## config.mk

```make
export PLATFORM = sky130hd
export DESIGN_NAME = sci_alu_driver_flat
export DESIGN_NICKNAME = d
export VERILOG_FILES = /design/src/rtl/sci_alu_driver_pkg.sv /design/src/rtl/sci_alu_driver_if.sv /design/src/rtl/sci_alu_driver_sat_counter.sv /design/src/rtl/sci_alu_driver.sv /design/src/flat_wrapper.sv
export SDC_FILE = /design/constraint.sdc
export NUM_CORES = 1
export LEC_CHECK = 0
export ABC_AREA = 1
export BUFFER_PORTS_ARGS = -buffer_cell sky130_fd_sc_hd__buf_4
export CORE_AREA = 2 2 171 173
export CTS_CLUSTER_SIZE = 10
export DETAILED_ROUTE_END_ITERATION = 16
export DIE_AREA = 0 0 173 175
export GPL_TIMING_DRIVEN = 0
export PLACE_DENSITY_LB_ADDON = 0.25
export SLEW_MARGIN = 20
export SYNTH_ARGS = -nofsm -noshare
export SYNTH_HDL_FRONTEND = slang
export SYNTH_HIERARCHICAL = 1
export SYNTH_SLANG_ARGS = --single-unit
```

## constraint.sdc

```tcl
create_clock -name clk -period 1.3 [get_ports clk]
set_input_delay 0.26 -clock clk [delete_from_list [all_inputs] [get_ports clk]]
set_output_delay 0.26 -clock clk [all_outputs]
set_load 0.02 [all_outputs]
```

## src/rtl/sci_alu_driver_pkg.sv

```systemverilog
// Shared types and constants for the scientific ALU driver.
// The package is named sci_alu_pkg so that the ALU shell and the driver can share it.
package sci_alu_pkg;

    localparam int DATA_W    = 64;
    localparam int OP_W      = 4;
    localparam int SETTLE_W  = 4;   // holds SETTLE_CYCLES-1; the legal range is 1..15
    localparam int TAG_MAX_W = 16;  // storage width of the tag field in the response struct

    // Opcodes with a fixed meaning. The remaining codes follow the ALU's C model.
    typedef enum logic [OP_W-1:0] {
        OP_ADD = 4'd0,
        OP_SUB = 4'd1,
        OP_MUL = 4'd2,
        OP_DIV = 4'd3
    } sci_op_t;

    typedef enum logic [1:0] {
        IDLE,
        SETTLE,
        RESP
    } drv_state_t;

    typedef struct packed {
        logic [DATA_W-1:0]    result;
        logic                 exception;
        logic                 error;
        logic [TAG_MAX_W-1:0] tag;
    } sci_rsp_t;

endpackage

```

## src/rtl/sci_alu_driver_if.sv

```systemverilog
// Request/response valid-ready bus between the host sequencer and sci_alu_driver.
interface sci_alu_driver_if
    import sci_alu_pkg::*;
#(
    parameter int TAG_W = 4
);
    logic              req_valid;
    logic              req_ready;
    logic [DATA_W-1:0] req_a;
    logic [DATA_W-1:0] req_b;
    logic [OP_W-1:0]   req_op;
    logic [TAG_W-1:0]  req_tag;

    logic              rsp_valid;
    logic              rsp_ready;
    logic [DATA_W-1:0] rsp_result;
    logic              rsp_exception;
    logic              rsp_error;
    logic [TAG_W-1:0]  rsp_tag;

    // The host side issues requests and consumes responses.
    modport master (
        output req_valid, req_a, req_b, req_op, req_tag, rsp_ready,
        input  req_ready, rsp_valid, rsp_result, rsp_exception, rsp_error, rsp_tag
    );

    // The driver side accepts requests and produces responses.
    modport slave (
        input  req_valid, req_a, req_b, req_op, req_tag, rsp_ready,
        output req_ready, rsp_valid, rsp_result, rsp_exception, rsp_error, rsp_tag
    );
endinterface

```

## src/rtl/sci_alu_driver_sat_counter.sv

```systemverilog
// Saturating up-counter with a synchronous clear, used for the exception/error statistics.
module sci_alu_sat_counter #(
    parameter int W = 16
) (
    input  logic         clk,
    input  logic         rst_n,
    input  logic         clr_i,
    input  logic         inc_i,
    output logic [W-1:0] count_o
);
    logic [W-1:0] cnt_q, cnt_d;

    // Next count: clear wins over increment, and the count sticks at all-ones.
    always_comb begin
        cnt_d = cnt_q;
        if (clr_i)
            cnt_d = '0;
        else if (inc_i && (cnt_q != {W{1'b1}}))
            cnt_d = cnt_q + W'(1);
    end

    // Count register with synchronous reset.
    always_ff @(posedge clk) begin
        if (!rst_n) cnt_q <= '0;
        else        cnt_q <= cnt_d;
    end

    assign count_o = cnt_q;
endmodule

```

## src/rtl/sci_alu_driver.sv

```systemverilog
// Clocked initiator for the combinational scientific ALU. It latches one request
// onto the ALU inputs, waits SETTLE_CYCLES, captures the ALU outputs and returns
// them as a tagged response.
// Optional feature macro: SCI_ALU_DRV_STATS_EN builds the exception and error
// counters. Without it, exc_count and err_count are tied to 0.
module sci_alu_driver
    import sci_alu_pkg::*;
#(
    parameter int SETTLE_CYCLES = 2,
    parameter int TAG_W         = 4,
    parameter int CNT_W         = 16
) (
    input  logic              clk,
    input  logic              rst_n,
    sci_alu_driver_if.slave   bus,
    output logic [DATA_W-1:0] alu_a_in,
    output logic [DATA_W-1:0] alu_b_in,
    output logic [OP_W-1:0]   alu_opcode,
    input  logic [DATA_W-1:0] alu_result_out,
    input  logic              alu_exception,
    input  logic              alu_error,
    output logic              busy,
    output logic [CNT_W-1:0]  exc_count,
    output logic [CNT_W-1:0]  err_count
);
    if (SETTLE_CYCLES < 1 || SETTLE_CYCLES > 15) begin : g_bad_settle
        $error("sci_alu_driver: SETTLE_CYCLES must be in 1..15");
    end
    if (TAG_W < 1 || TAG_W > TAG_MAX_W) begin : g_bad_tag
        $error("sci_alu_driver: TAG_W must be in 1..TAG_MAX_W");
    end

    localparam logic [SETTLE_W-1:0] SETTLE_LOAD = SETTLE_W'(SETTLE_CYCLES - 1);

    drv_state_t         state_q, state_d;
    logic [SETTLE_W-1:0] cnt_q, cnt_d;
    logic [DATA_W-1:0]  a_q, a_d, b_q, b_d;
    logic [OP_W-1:0]    op_q, op_d;
    logic [TAG_W-1:0]   tag_q, tag_d;
    sci_rsp_t           rsp_q, rsp_d;
    logic               rsp_valid_q, rsp_valid_d;
    logic               ready_q, ready_d;
    logic               accept, rsp_hs;

    // ready_q is only ever set when the next state is IDLE, so it also qualifies the state.
    assign accept = ready_q & bus.req_valid;
    assign rsp_hs = rsp_valid_q & bus.rsp_ready;

    // Next-state logic and datapath loads for the IDLE -> SETTLE -> RESP sequence.
    always_comb begin
        state_d     = state_q;
        cnt_d       = cnt_q;
        a_d         = a_q;
        b_d         = b_q;
        op_d        = op_q;
        tag_d       = tag_q;
        rsp_d       = rsp_q;
        rsp_valid_d = rsp_valid_q;
        case (state_q)
            IDLE: begin
                if (accept) begin
                    a_d     = bus.req_a;
                    b_d     = bus.req_b;
                    op_d    = bus.req_op;
                    tag_d   = bus.req_tag;
                    cnt_d   = SETTLE_LOAD;
                    state_d = SETTLE;
                end
            end
            SETTLE: begin
                if (cnt_q != '0) begin
                    cnt_d = cnt_q - SETTLE_W'(1);
                end else begin
                    rsp_d.result    = alu_result_out;
                    rsp_d.exception = alu_exception;
                    rsp_d.error     = alu_error;
                    rsp_d.tag       = TAG_MAX_W'(tag_q);
                    rsp_valid_d     = 1'b1;
                    state_d         = RESP;
                end
            end
            RESP: begin
                // rsp_* fields stay put; only the valid flag drops on the handshake.
                if (rsp_hs) begin
                    rsp_valid_d = 1'b0;
                    state_d     = IDLE;
                end
            end
            default: state_d = IDLE;
        endcase
        // Registered ready: low throughout reset and high the cycle after IDLE is re-entered.
        ready_d = (state_d == IDLE);
    end

    // State and datapath registers. A reset discards any transaction in flight.
    always_ff @(posedge clk) begin
        if (!rst_n) begin
            state_q     <= IDLE;
            cnt_q       <= '0;
            a_q         <= '0;
            b_q         <= '0;
            op_q        <= '0;
            tag_q       <= '0;
            rsp_q       <= '0;
            rsp_valid_q <= 1'b0;
            ready_q     <= 1'b0;
        end else begin
            state_q     <= state_d;
            cnt_q       <= cnt_d;
            a_q         <= a_d;
            b_q         <= b_d;
            op_q        <= op_d;
            tag_q       <= tag_d;
            rsp_q       <= rsp_d;
            rsp_valid_q <= rsp_valid_d;
            ready_q     <= ready_d;
        end
    end

    assign alu_a_in          = a_q;
    assign alu_b_in          = b_q;
    assign alu_opcode        = op_q;
    assign bus.req_ready     = ready_q;
    assign bus.rsp_valid     = rsp_valid_q;
    assign bus.rsp_result    = rsp_q.result;
    assign bus.rsp_exception = rsp_q.exception;
    assign bus.rsp_error     = rsp_q.error;
    assign bus.rsp_tag       = rsp_q.tag[TAG_W-1:0];
    assign busy              = (state_q != IDLE);

    // The upper tag bits exist only because the struct is sized for the widest tag.
    logic unused_tag_hi;
    assign unused_tag_hi = ^rsp_q.tag;

`ifdef SCI_ALU_DRV_STATS_EN
    // Statistics are counted when the consumer takes the response, not at capture.
    sci_alu_sat_counter #(.W(CNT_W)) u_exc_cnt (
        .clk     (clk),
        .rst_n   (rst_n),
        .clr_i   (1'b0),
        .inc_i   (rsp_hs & rsp_q.exception),
        .count_o (exc_count)
    );
    sci_alu_sat_counter #(.W(CNT_W)) u_err_cnt (
        .clk     (clk),
        .rst_n   (rst_n),
        .clr_i   (1'b0),
        .inc_i   (rsp_hs & rsp_q.error),
        .count_o (err_count)
    );
`else
    assign exc_count = '0;
    assign err_count = '0;
`endif

endmodule

```

## src/flat_wrapper.sv

```systemverilog
// flat-port wrapper written by rule: the top's interface ports become plain ports
module sci_alu_driver_flat import sci_alu_pkg::*;
#(
    parameter int SETTLE_CYCLES = 2,
    parameter int TAG_W         = 4,
    parameter int CNT_W         = 16
)
  (clk, rst_n, alu_a_in, alu_b_in, alu_opcode, alu_result_out, alu_exception, alu_error, busy, exc_count, err_count, bus_req_valid, bus_req_a, bus_req_b, bus_req_op, bus_req_tag, bus_rsp_ready, bus_req_ready, bus_rsp_valid, bus_rsp_result, bus_rsp_exception, bus_rsp_error, bus_rsp_tag);
  sci_alu_driver_if #(.TAG_W(TAG_W)) bus_i ();
  input  logic clk;
  input  logic rst_n;
  output logic [DATA_W-1:0] alu_a_in;
  output logic [DATA_W-1:0] alu_b_in;
  output logic [OP_W-1:0] alu_opcode;
  input  logic [DATA_W-1:0] alu_result_out;
  input  logic alu_exception;
  input  logic alu_error;
  output logic busy;
  output logic [CNT_W-1:0] exc_count;
  output logic [CNT_W-1:0] err_count;
  input wire logic [$bits(bus_i.req_valid)-1:0] bus_req_valid;
  input wire logic [$bits(bus_i.req_a)-1:0] bus_req_a;
  input wire logic [$bits(bus_i.req_b)-1:0] bus_req_b;
  input wire logic [$bits(bus_i.req_op)-1:0] bus_req_op;
  input wire logic [$bits(bus_i.req_tag)-1:0] bus_req_tag;
  input wire logic [$bits(bus_i.rsp_ready)-1:0] bus_rsp_ready;
  output wire logic [$bits(bus_i.req_ready)-1:0] bus_req_ready;
  output wire logic [$bits(bus_i.rsp_valid)-1:0] bus_rsp_valid;
  output wire logic [$bits(bus_i.rsp_result)-1:0] bus_rsp_result;
  output wire logic [$bits(bus_i.rsp_exception)-1:0] bus_rsp_exception;
  output wire logic [$bits(bus_i.rsp_error)-1:0] bus_rsp_error;
  output wire logic [$bits(bus_i.rsp_tag)-1:0] bus_rsp_tag;
  assign bus_i.req_valid = bus_req_valid;
  assign bus_i.req_a = bus_req_a;
  assign bus_i.req_b = bus_req_b;
  assign bus_i.req_op = bus_req_op;
  assign bus_i.req_tag = bus_req_tag;
  assign bus_i.rsp_ready = bus_rsp_ready;
  assign bus_req_ready = bus_i.req_ready;
  assign bus_rsp_valid = bus_i.rsp_valid;
  assign bus_rsp_result = bus_i.rsp_result;
  assign bus_rsp_exception = bus_i.rsp_exception;
  assign bus_rsp_error = bus_i.rsp_error;
  assign bus_rsp_tag = bus_i.rsp_tag;
  sci_alu_driver #(.SETTLE_CYCLES(SETTLE_CYCLES), .TAG_W(TAG_W), .CNT_W(CNT_W)) u_core (.clk(clk), .rst_n(rst_n), .bus(bus_i), .alu_a_in(alu_a_in), .alu_b_in(alu_b_in), .alu_opcode(alu_opcode), .alu_result_out(alu_result_out), .alu_exception(alu_exception), .alu_error(alu_error), .busy(busy), .exc_count(exc_count), .err_count(err_count));
endmodule
```

* Word level (Yosys, flattened, before mapping) *
Index checks and enable logic that the tools add are counted.

word-level totals
  bits in registers = 214
  input bits = 206

cells by class
  add/sub/neg operators = 1
  eq/ne operators = 6
  muxes and demuxes = 10
  bitwise logic cells = 3
  reductions and logical operators = 10

operator list
  operator                                                                 count
  4-bit two-way mux                                                        2
  4-bit case mux with 2 select lines                                       1
  2-bit two-way mux                                                        3
  2-bit by 1-bit inequality test with 1-bit output, second input constant  3
  2-bit case mux with 3 select lines                                       1
  3-bit AND reduction                                                      2
  2-bit nonzero test                                                       3
  2-bit logical NOT                                                        2
  2-bit AND reduction                                                      2
  4-bit nonzero test                                                       1
  4-bit by 1-bit subtractor with 4-bit output, second input constant       1
  1-bit bitwise AND                                                        2
  2-bit by 1-bit == test with 1-bit output, second input constant          1
  2-bit == test, second input constant                                     1
  1-bit two-way mux                                                        2
  2-bit inequality test, second input constant                             1
  1-bit case mux with 2 select lines                                       1
  1-bit NOT                                                                1

* Longest topological paths before layout *
  depth in word-level cells = 4
  depth in mapped cells = 8

* Least setup slack after synthesis *
No wires, ideal clock.

  path type = reg-to-reg
  from = reg u_core.cnt_q[0]
  to = reg u_core.rsp_q (netlist bit u_core/bus.rsp_result[55])
  arrival time = 1165 ps
  slack = 19 ps
  stages on the path, launching flop included = 9
  buffers on the path = 1
  clock period less this slack = 1281 ps
  path through = dfxtp_1 inv_1 ha_1 nand2_1 nor2_8 inv_4 buf_2 nor2_1 nor2_1

between the ends
  longest elaborated chain between the ends = 3

ends and longest elaborated chain
  what                           RTL line               source
  from (decl)                    sci_alu_driver.sv:36   logic [SETTLE_W-1:0] cnt_q, cnt_d;
  from (signal assigned)         sci_alu_driver.sv:109  cnt_q <= cnt_d;
  4-bit nonzero test             sci_alu_driver.sv:71   if (cnt_q != '0) begin
  1-bit NOT (no line)            n/a
  2-bit AND reduction (no line)  n/a
  to (signal assigned)           sci_alu_driver.sv:114  rsp_q <= rsp_d;
  to (decl)                      sci_alu_driver.sv:40   sci_rsp_t rsp_q, rsp_d;

Every way passes these cells.
A chain may end at the register's enable or synchronous reset.

* Final worst setup path *
  from = reg u_core.cnt_q[1]
  to = reg u_core.rsp_q (netlist bit u_core/bus.rsp_result[36])

Same word-level chain as after synthesis.

==> flow_summary.ini <==
[run_status]
status = finished with violations
violations = negative setup slack

[final_layout]
layout_commonest_cell = buf_4
layout.cells.non_filler = 2071
fillCellCount = 2443
nets = 1888
drive_above_1_share = 0.417
fin_util = 0.550
antenna_cells = 0
area_growth_pct = 104
mostFrequentLayoutCells = buf_4 (406), nor2_1 (403), dlygate4sd3_1 (202), dfxtp_1 (172), o21ai_1 (105)

[clocking]
clock_latency_ns = 0.52
cts_buffers = 26
cts_tree = done
cts.htree.levels = 1
clk_pin_slew_ns = 0.06
clock_sink_count = 214
cts_buffer_depth = 3
cts_root_buf = clkbuf_16

[power]
irDropWorstVdd_v = 0.000938
p_leak_nw = 7.33
power.internal_w = 0.0146
switching_share = 0.316
pwr-share-clk = 0.296
power_density_nw_per_um2 = 1370
seq_power_share = 0.378
p_comb_frac = 0.326
p_sw_w = 0.00677

[timing]
slew-limit-headroom = 0.544
max_freq_mhz = 708
timing.final.crit_share = 1.09
fin_skew_ns = 0.00575
drv_slew = 0
worstMarginPinSlew_ns = 0.683
finalCriticalPeriod_ns = 1.41
rsz0062_at_grt = yes
setup_viol = 133
hold_violations = 0
setup_slack_ns = -0.112

[placement]
hpwl_um = 21000
port_buffers = 409
dp_cells = 1803
gp_congestion = 0.810

[worst_setup_path]
required_ns = 1.71
critPathLaunch = u_core/cnt_q[1]
startpoint_type = register
arrival_ns = 1.83
crit_type = register to register
r2r_start = u_core/cnt_q[1]
cp_max_fo = 8
crit_path_end_kind = register

[die]
fp.dieArea_sq_um = 30300
die_x_um = 173
boundaryPins = 443
die_h_um = 175
coreArea_sq_um = 28400
placementRows = 62
start_util = 0.270

[route]
dr.pass1.iters = 4
vias_per_cell = 4.38
drt_iter0_markers = 388
drc = 0
wl_um = 33300
drt.antenna.violating_nets = 0
vias = 9066
wl_per_cell_um = 16.1

[synthesis]
yosysUniqueCellTypes = 19
syn_area_sq_um = 7650
avgSynthCellArea_sq_um = 7.82
synth-seq-cells = 214
synth_area_leaders = dfxtp_1 (56%), nor2_1 (21%), o21ai_0 (12%)
synth_top_area_share = 0.560
synthCells = 979
yosys_warnings = 6
synth_top_area_cell = dfxtp_1
ys_seq_area_frac = 0.560

[hold_path]
hold_class = primary input to register
hp-start = bus_rsp_ready

[grt]
grt_max_degree = 14
antenna_found_initial = 1
grt_util_all_layers = 0.195
grt_pass1_vias = 9096
grt-ovfl-total = 0
grt_pass1_wl_um = 48100

[flow_run]
drv_cap = 0
-- area by class of cell --
cell class / count / area (sq um) / share of cell area
Tap cell: 384 / 480 / 0.0308
Clock buffer: 31 / 689 / 0.0442
Inverter: 9 / 41.3 / 0.00265
Timing Repair Buffer: 642 / 5850 / 0.375
Multi-Input combinational cell: 688 / 3310 / 0.212
Clock inverter: 4 / 31.3 / 0.00200
Buffer: 99 / 862 / 0.0552
Sequential cell: 214 / 4340 / 0.278
-- critical path, stage by stage, from the launching register on --
cell	delay, ns
dfxtp_2	0.34
inv_2	0.05
ha_4	0.16
nand2_4	0.08
nor2_8	0.06
buf_12	0.15
buf_12	0.13
buf_16	0.12
o21ai_1	0.15
nor2_1	0.05
-- sequential cells by signal (all words and copies together) (netlist names) --
signal,flops
u_core/alu_b_in,64
u_core/bus.rsp_error,1
u_core/bus.rsp_exception,1
u_core/tag_q,4
u_core/bus.rsp_result,64
u_core/alu_opcode,4
u_core/state_q,2
u_core/bus.req_ready,1
u_core/cnt_q,4
u_core/alu_a_in,64
u_core/bus.rsp_valid,1
u_core/bus.rsp_tag,4
-- stage by stage --
stage / area (sq um) / TNS (ns) / hold slack [ns] / setup slack [ns] / power, W
after global placement: 11300 / -58.64 / 0.471 / -0.486 / 0.0130
after detailed placement: 11300 / -56.40 / 0.476 / -0.487 / 0.0130
after CTS: 14400 / -2.44 / 0.00880 / -0.101 / 0.0203
after global routing: 15600 / -19.46 / 0.0504 / -0.160 / 0.0224
final: 15600 / -3.53 / 0.0466 / -0.112 / 0.0214
after floorplan: 7770 / 0 / 0.395 / 0.0193 / 0.0105
-- worst paths after layout --
kind | to | slack [ns] | cells after the start
setup / recovery | u_core/bus.rsp_result[36] | -0.11 | 9
hold / removal | u_core/bus.rsp_valid | 0.05 | 4
setup reg to reg | u_core/bus.rsp_result[36] | -0.11 | 9
hold reg to reg | u_core/bus.rsp_valid | 0.49 | 2
-- power groups by stage --
stage	Combinational (W)	Sequential, W	Clock, W
finish	0.00697	0.00809	0.00634
global route	0.00742	0.00819	0.00683
CTS	0.00582	0.00795	0.00656
detailed placement	0.00498	0.00801	0
global placement	0.00498	0.00799	0
floorplan	0.00158	0.00897	0
-- logic make-up after synthesis --
kind of cell | after synthesis | synth area share
flops | 214 | 0.560
other cells | 1 | 0.000490
fa+ha+maj | 2 | 0.00327
simple gates | 442 | 0.221
compound gates | 212 | 0.139
buf+inv | 108 | 0.0768
-- per-layer routing --
metal	track usage	vias up	wire length, um
met5	0	-	13
met4	0.0681	2	1030
met3	0.0470	66	2220
met2	0.351	362	16800
met1	0.225	4161	13200
li1	-	4475	-
-- cell usage after synthesis --
cell	number
nor2_1	420
inv_4	1
nor2_8	1
buf_4	34
nor3_1	2
ha_1	2
inv_2	3
nand2_2	1
dfxtp_1	214
nand2_1	10
a21oi_1	4
clkbuf_1	23
or2_2	1
conb_1	1
o21ai_1	18
buf_2	42
nand3_1	7
inv_1	5
o21ai_0	190
-- what timing repair did --
item                                    in CTS  in global routing
gates resized for setup                    164                324
hold endpoints to repair                   202                  0
pin swaps                                    5                 97
hold buffers                               202                  0
buffers inserted                             2                 11
cloned                                       1                 17
endpoints found under the setup margin     219                340
No activity file was read; power rests on OpenSTA's default activity.
